### src/rtl/sprite_pkg.sv
// rtl/sprite_pkg.sv - shared types and constants for the sprite ROM arbiter
package sprite_pkg;

   localparam int SPRITE_ADDR_W = 19;
   localparam int SPRITE_DATA_W = 24;

   // Pixel value the renderers treat as "draw nothing".
   localparam logic [23:0] TRANSPARENT = 24'hFFFFFF;

   // Wide enough for the largest supported requester count (8).
   localparam int REQ_ID_MAX_W = 3;
   typedef logic [REQ_ID_MAX_W-1:0] req_id_t;

   // Travels alongside the ROM read so the response knows who asked and whether it was legal.
   typedef struct packed {
      logic    valid;
      req_id_t id;
      logic    err;
   } rsp_tag_t;

endpackage

### src/rtl/rr_priority_picker.sv
// rtl/rr_priority_picker.sv - combinational round-robin pick: first request at or after rr_ptr
module rr_priority_picker #(
   parameter int N  = 4,
   parameter int IW = $clog2(N)
) (
   input  logic [N-1:0]  req,
   input  logic [IW-1:0] rr_ptr,
   output logic [N-1:0]  grant,
   output logic [IW-1:0] winner,
   output logic          any_req
);

   logic [IW-1:0] idx;

   // Scan rr_ptr, rr_ptr+1, ... wrapping at N; the first asserted request wins.
   always_comb begin
      grant   = '0;
      winner  = '0;
      any_req = 1'b0;
      idx     = '0;
      for (int k = 0; k < N; k++) begin
         idx = IW'((int'(rr_ptr) + k) % N);
         if (!any_req && req[idx]) begin
            any_req    = 1'b1;
            winner     = idx;
            grant[idx] = 1'b1;
         end
      end
   end

endmodule

### src/rtl/sprite_rom_arbiter.sv
// rtl/sprite_rom_arbiter.sv - round-robin sharing of one sprite ROM with tagged responses
module sprite_rom_arbiter
   import sprite_pkg::*;
#(
   parameter int N_REQ     = 4,
   parameter int ADDR_W    = SPRITE_ADDR_W,
   parameter int DATA_W    = SPRITE_DATA_W,
   parameter int ROM_DEPTH = 1024,
   parameter int ROM_LAT   = 1,
   localparam int ID_W     = $clog2(N_REQ)
) (
   input  logic                    Clk,
   input  logic                    Reset_n,
   input  logic                    frame_start,
   input  logic [N_REQ-1:0]        req,
   input  logic [N_REQ*ADDR_W-1:0] req_addr,
   output logic [N_REQ-1:0]        grant,
   output logic [ADDR_W-1:0]       rom_addr,
   input  logic [DATA_W-1:0]       rom_data,
   output logic                    rsp_valid,
   output logic [ID_W-1:0]         rsp_id,
   output logic [DATA_W-1:0]       rsp_data,
   output logic                    rsp_err
);

   logic [ID_W-1:0]   rr_ptr;
   logic [ID_W-1:0]   winner;
   logic [ID_W-1:0]   ptr_next;
   logic [N_REQ-1:0]  pick;
   logic              any_req;
   logic              accept;
   logic              win_err;
   logic [ADDR_W-1:0] win_addr;
   rsp_tag_t [ROM_LAT:0] tag_q;
   logic              unused_tag_id;

   rr_priority_picker #(.N(N_REQ), .IW(ID_W)) u_picker (
      .req     (req),
      .rr_ptr  (rr_ptr),
      .grant   (pick),
      .winner  (winner),
      .any_req (any_req)
   );

   // Nothing is granted while reset is held, so no requester believes it was served.
   assign grant  = Reset_n ? pick : '0;
   assign accept = any_req & Reset_n;

   // The id field is sized for the largest arbiter; upper bits are don't-care here.
   assign unused_tag_id = ^tag_q[ROM_LAT].id;

   // Select the winning requester's address slice.
   always_comb begin
      win_addr = '0;
      for (int i = 0; i < N_REQ; i++) begin
         if (winner == ID_W'(i)) begin
            win_addr = req_addr[i*ADDR_W +: ADDR_W];
         end
      end
   end

   assign win_err  = (33'(win_addr) >= 33'(ROM_DEPTH));
   assign ptr_next = (winner == ID_W'(N_REQ - 1)) ? '0 : winner + ID_W'(1);

   // Round-robin pointer: start after the last winner; vsync realigns to requester 0.
   always_ff @(posedge Clk or negedge Reset_n) begin
      if (!Reset_n) begin
         rr_ptr <= '0;
      end else if (frame_start) begin
         rr_ptr <= '0;
      end else if (accept) begin
         rr_ptr <= ptr_next;
      end
   end

   // ROM address register and tag pipeline; illegal addresses are parked at word 0.
   always_ff @(posedge Clk or negedge Reset_n) begin
      if (!Reset_n) begin
         rom_addr <= '0;
         tag_q    <= '0;
      end else begin
         if (accept) begin
            rom_addr <= win_err ? '0 : win_addr;
         end
         tag_q[0] <= accept ? {1'b1, req_id_t'(winner), win_err} : '0;
         for (int s = 1; s <= ROM_LAT; s++) begin
            tag_q[s] <= tag_q[s-1];
         end
      end
   end

   // Registered response: tag meets ROM data; errors return a transparent pixel.
   always_ff @(posedge Clk or negedge Reset_n) begin
      if (!Reset_n) begin
         rsp_valid <= 1'b0;
         rsp_id    <= '0;
         rsp_data  <= '0;
         rsp_err   <= 1'b0;
      end else begin
         rsp_valid <= tag_q[ROM_LAT].valid;
         if (tag_q[ROM_LAT].valid) begin
            rsp_id   <= tag_q[ROM_LAT].id[ID_W-1:0];
            rsp_err  <= tag_q[ROM_LAT].err;
            rsp_data <= tag_q[ROM_LAT].err ? DATA_W'(TRANSPARENT) : rom_data;
         end
      end
   end

endmodule

### config.mk
export PLATFORM = sky130hd
export DESIGN_NAME = sprite_rom_arbiter
export DESIGN_NICKNAME = d
export VERILOG_FILES = /design/src/rtl/sprite_pkg.sv /design/src/rtl/rr_priority_picker.sv /design/src/rtl/sprite_rom_arbiter.sv
export SDC_FILE = /design/constraint.sdc
export NUM_CORES = 1
export LEC_CHECK = 0
export CAP_MARGIN = 10
export CELL_PAD_IN_SITES_DETAIL_PLACEMENT = 1
export CELL_PAD_IN_SITES_GLOBAL_PLACEMENT = 1
export CORE_MARGIN = 2
export CORE_UTILIZATION = 31
export DETAILED_ROUTE_END_ITERATION = 8
export HOLD_SLACK_MARGIN = 0.05
export PLACE_DENSITY_LB_ADDON = 0.3
export SLEW_MARGIN = 0
export SYNTH_ARGS = -nofsm -noshare
export SYNTH_HDL_FRONTEND = slang
export SYNTH_SLANG_ARGS = --single-unit
### constraint.sdc
create_clock -name Clk -period 6.4 [get_ports Clk]
set_clock_uncertainty 0.1 [all_clocks]
set_input_delay 0.64 -clock Clk [delete_from_list [all_inputs] [get_ports Clk]]
set_output_delay 0.64 -clock Clk [all_outputs]
set_load 0.05 [all_outputs]
# After elaboration in Yosys (flattened, before gate mapping)
# Index checks and enable logic that the tools add are counted.
# Widths: inputs -> output; s select.
# word_totals
reg_bits	57
input_bits	107
# op_classes
addsub	4
n_lt_le_gt_ge	9
eq_ne	3
mux	39
bitwise_logic	4
reduce_logical	12
# ops
operator	count
$mux 19	5
$mux 24	1
$mux 4	5
$ge 19x11->1 const B	1
$mux 2	7
$lt 2x3->1 const B	4
$mux 1	12
$or 4x4->4	3
$bmux 1 s2	4
$demux 1 s2	4
$ge 2x1->1 const B	4
$logic_and 1x1->1	7
$mux 5	1
$add 2x1->2 const B	2
$add 2x2->2 const B	2
$eq 2x2->1 const B	2
$logic_not 1->1	3
$eq 2x1->1 const B	1
$logic_not 2->1	1
$reduce_bool 2->1	1
$and 1x1->1	1

# Depth between registers and ports, before layout
# logic_depth
ltp_word	19
mapped_depth	17

# Cells and area by module
# A second synthesis with hierarchy kept.
# unflattened
hier_cells	320
area_unflattened_um2	3098.0
# by_module_without_submodules
mod	n_inst	cells_each	area_each_um2	seq_area_each_um2
sprite_rom_arbiter	1	275	2678.8	1426.4
rr_priority_picker	1	45	419.2	0.0

# Least setup slack after synthesis
# Ideal clock, no wire load.
# synth_path
kind	register to output
startpoint	register rr_ptr[0]
endpoint	output grant[2]
t_arrival_ns	3.499
t_required_ns	5.660
setup_slack_ns	2.161
path_stages_with_launch	10
n_path_buf	2
path_cell_list	dfrtp_1 buf_2 inv_1 ha_1 buf_2 mux4_2 nor2b_1 a22o_1 mux2i_1 a21boi_0
# synth_via
elab_chain_cells	13
word_cells_on_any_way	48
classes_between	3 x add/sub; 8 x order compare; 24 x mux; 3 x bitwise; 10 x reduce/logical
# synth_rtl
element	line	source
start, declared	sprite_rom_arbiter.sv:26	logic [ID_W-1:0] rr_ptr;
start signal, assigned	sprite_rom_arbiter.sv:72	rr_ptr <= ptr_next;
parallel branches: the longest is 11 deep, another holds $lt 2x3->1	--	
$mux 4 (*)	rr_priority_picker.sv:23	if (!any_req && req[idx]) begin
$mux 4 (*)	sprite_rom_arbiter.sv:46	assign grant = Reset_n ? pick : '0;
end, declared	sprite_rom_arbiter.sv:17	output logic [N_REQ-1:0] grant,
# Mark *: on every way between the ends. The select of a mux whose other input is x is not followed.

# Final worst setup path
# layout_path
startpoint	register rr_ptr[0]
endpoint	register rom_addr[8]
# layout_via
elab_chain_cells	19
word_cells_on_any_way	36
classes_between	3 x add/sub; 1 x order compare; 3 x eq/ne; 21 x mux; 1 x bitwise; 7 x reduce/logical
# layout_rtl
element	line	source
parallel branches: the longest is 19 deep, another holds $add 2x1->2	--	
end signal, assigned	sprite_rom_arbiter.sv:83	rom_addr <= win_err ? '0 : win_addr;
end, declared	sprite_rom_arbiter.sv:18	output logic [ADDR_W-1:0] rom_addr,
# Parallel ways; which one is timed is not known. The select of a mux whose other input is x is not followed.
# A chain may end at the register's enable or synchronous reset.

==> impl_metrics.py <==
metrics = {
    "global_route": {
        "track_usage_pct": 17.79,
        "globalRoute.totalOverflow": 0,
        "grt_first_pass_wirelength_um": 16220,
        "grt_antenna_before_repair": 0,
        "largest_net_degree_at_the_start_of_global_routing": 63,
        "number_of_global_route_vias_before_repair": 3379,
    },
    "synthesis": {
        "post_synth_instance_area_um2": 3224,
        "synth_simple_gate_area_share_pct": 17.81,
        "synthesis.yosys.warnings": 0,
        "synth_async_sr_flop_share_pct": 100.0,
        "postSynthCellCount": 365,
        "synth-seq-cells": 57,
        "synth_top_flop_cell": "sky130_fd_sc_hd__dfrtp_1",
        "number_of_nets_in_the_synthesized_netlist": 484,
        "synth_compound_area_share_pct": 22.16,
        "dominant_combinational_cell_family_by_area_after_synthesis": "compound AO/OA/AOI/OAI gates",
        "portion_of_netlist_area_occupied_by_mux_cells_pct": 5.006,
        "ys_seq_area_share_pct": 44.24,
        "synthAdderAreaFrac_pct": 4.657,
        "ys_top_cells_by_area": "sky130_fd_sc_hd__dfrtp_1, sky130_fd_sc_hd__a21oi_1, sky130_fd_sc_hd__nor2_1",
        "number_of_synthesized_flops_with_an_enable_pin": 0,
        "syn_avg_cell_area_um2": 8.834,
        "synth_top_cell_by_area": "sky130_fd_sc_hd__dfrtp_1",
        "synthDominantCellAreaShare_pct": 44.24,
        "post_synth_xor_area_fraction_pct": 0,
        "yosys.cell_types.count": 44,
    },
    "floorplanning": {
        "io_pins": 158,
        "placeableCoreArea_um2": 10230,
        "die_height_um": 106.0,
        "std_cell_rows": 37,
        "fp.dieArea_um2": 11230,
        "initial_core_util_pct": 31.52,
        "die_w_um": 106.0,
    },
    "clock_tree": {
        "clock_tree.buffer_depth": 2,
        "tritoncts_clock_tree": "built",
        "clock_latency_ns": 0.32,
        "number_of_clock_sinks": 57,
        "cts-buffers-inserted": 9,
        "clockRootBuffer": "sky130_fd_sc_hd__clkbuf_8",
        "cts.reportedPaths.clkPinSlew_ns": 0.06,
        "cts_resized": 0,
        "cts_post_setup_buffers_inserted": 0,
        "ctsHoldBuffers": 0,
        "clock_tree.htree_level_count": 3,
    },
    "detailed_routing": {
        "drc": 0,
        "drtIter0Drc": 228,
        "post_drt_wl_per_cell_um": 15.12,
        "routed_wirelength_um": 9783,
        "routed_via_density": 5.028,
        "antenna_violating_nets_post_route": 0,
        "num_vias": 3253,
        "detailedRoute.firstPassIterationCount": 4,
    },
    "sta": {
        "rsz0062_at_grt": "false",
        "timing_max_transition_violations_final": 0,
        "post-route-min-period_ns": 5.380,
        "tightestPinTransition_ns": 1.069,
        "fmax_mhz": 185.9,
        "report.final.hold_viol_count": 0,
        "setup_tns_ns": 0,
        "max-slew-margin-rel_pct": 28.73,
        "period_share_pct": 84.06,
        "finalSetupViolations": 0,
    },
    "final_layout": {
        "seq_area_um2": 1426,
        "utilization_pct": 49.64,
        "num-fill-cells": 1172,
        "nets_finish": 625,
        "multiInputGateArea_um2": 1604,
        "post_route_cells_drive_above_1_share_pct": 5.479,
        "layout-area-overhead-vs-synth_pct": 57.51,
        "diodes": 0,
    },
    "power": {
        "leakage_power_nw": 2.075,
        "peak_ir_drop_on_the_vdd_network_v": 0.0002486,
        "cellPowerDensity_nw_per_um2": 463.2,
        "design_power_total_mw": 2.353,
    },
    "setup_path": {
        "cp-start-kind": "flop",
        "worst_r2r_path_depth": 11,
        "timing_worst_setup_path_type": "flop to flop",
        "critical_path.cell_chain": "inv_1 -> ha_1 -> mux4_2 -> nor2b_1 -> o32ai_1 -> inv_1 -> ha_1 -> o21ai_0 -> a221o_1 -> o31a_1 -> o41ai_1",
        "cp-end-kind": "flop",
        "setup.reg_to_reg.worst_slack_ns": 1.02,
        "crit-reg2reg-launch": "rr_ptr[0]",
        "worstSetupStartpoint": "rr_ptr[0]",
        "setup.worst_path.end": "rom_addr[8]",
        "cpMaxStageDelayCell": "sky130_fd_sc_hd__ha_1",
        "worst_path_largest_cell_delay_ns": 0.82,
        "cp.arrival_ns": 5.48,
        "maximum_fanout_along_the_worst_path": 34,
        "reg2reg_to": "rom_addr[8]",
        "worstPathRequired_ns": 6.50,
    },
    "status": {
        "status": "finished clean",
    },
    "placed_design": {
        "dp_hpwl_um": 7470,
        "place.gp.congestion": 0.7937,
        "placement.io_buffers": 157,
    },
    "hold_path": {
        "holdCritPathClass": "flop to flop",
    },
    "job": {
        "cap_violations": 0,
    },
}
synthesized netlist by cell type, drive strengths merged, types with 4 or more instances:
master  number
o41ai       11
nor3         4
a22o         4
o21ai       17
ha          12
a21boi       4
mux2i        6
buf         11
nor2b        4
nand2       30
a22oi       11
a21oi       50
dfrtp       57
nand3b       5
and2         9
nand3        7
clkbuf      19
inv         18
nor2        54
logic make-up after synthesis:
kind of cell / after synthesis
mux: 12
compound gates: 112
buf+inv: 48
flops: 57
simple gates: 124
fa+ha+maj: 12
area by class of cell:
cell class	count	share of cell area, %
Clock buffer	12	2.858
Clock inverter	4	1.503
Inverter	18	1.330
Multi-Input combinational cell	260	31.58
Sequential cell	57	28.09
Tap cell	136	3.351
Timing Repair Buffer	160	31.29
per-layer routing:
layer,track usage [%],share of wire [%],vias to the layer above
met4,4.981,1.1,0
li1,-,-,1565
met5,0,0,-
met1,22.37,43,1535
met3,5.028,8.5,9
met2,29.95,47,144
power by group:
group	leakage [nW]	switching (mW)	internal (mW)
clock	0.107	0.137	0.231
sequential	0.687	0.0724	0.431
combinational	1.28	0.925	0.556
total	2.08	1.13	1.22
critical path: cells and delay by family, from the launching register on:
family,cells,cell delay (ns)
buffers and inverters,2,0.40
adder cells (fa/ha/maj),2,1.31
AO/OA/AOI/OAI,5,1.65
AND/OR/NAND/NOR,1,0.39
flip-flops,1,0.75
multiplexers,1,0.63
cell usage in the layout, fill, tap and decap left out, types with 4 or more instances in the layout:
cell type                           n
sky130_fd_sc_hd__o41ai_1           10
sky130_fd_sc_hd__a21oi_1           50
sky130_fd_sc_hd__nand3b_1           5
sky130_fd_sc_hd__ha_1              12
sky130_fd_sc_hd__nand2_1           30
sky130_fd_sc_hd__clkbuf_8          10
sky130_fd_sc_hd__dfrtp_1           57
sky130_fd_sc_hd__mux2i_1            6
sky130_fd_sc_hd__o21ai_0           15
sky130_fd_sc_hd__a22oi_1           11
sky130_fd_sc_hd__and2_1             9
sky130_fd_sc_hd__a21boi_0           4
sky130_fd_sc_hd__nand3_1            7
sky130_fd_sc_hd__inv_1             18
sky130_fd_sc_hd__nor3_1             4
sky130_fd_sc_hd__clkdlybuf4s50_1  156
sky130_fd_sc_hd__nor2_1            54
sky130_fd_sc_hd__a22o_1             4
sequential cells by signal, indices dropped and copies added (netlist names):
name	count
rsp_data	24
rr_ptr	2
rsp_valid	1
tag_q	8
rsp_id	2
rom_addr	19
rsp_err	1
per-stage QoR:
stage | setup slack [ns] | hold WS, ns | cell area (um^2) | std cells
floorplan | 2.161 | 0.2312 | 3224 | 365
global placement | 1.353 | 0.2345 | 4857 | 631
detailed placement | 1.005 | 0.2371 | 4857 | 631
CTS | 1.026 | 0.2468 | 5079 | 647
global route | 0.4363 | 0.2547 | 5079 | 647
finish | 1.020 | 0.2432 | 5079 | 647
how the worst min path moves through the flow:
stage                  start  endpoint  depth (start not counted)
floorplan           tag_q[0]  tag_q[5]                          0
global placement    tag_q[1]  tag_q[6]                          0
detailed placement  tag_q[4]  tag_q[9]                          0
CTS                 tag_q[2]  tag_q[7]                          0
global route        tag_q[1]  tag_q[6]                          0
finish              tag_q[2]  tag_q[7]                          0
Power figures use the tool's default switching activity.
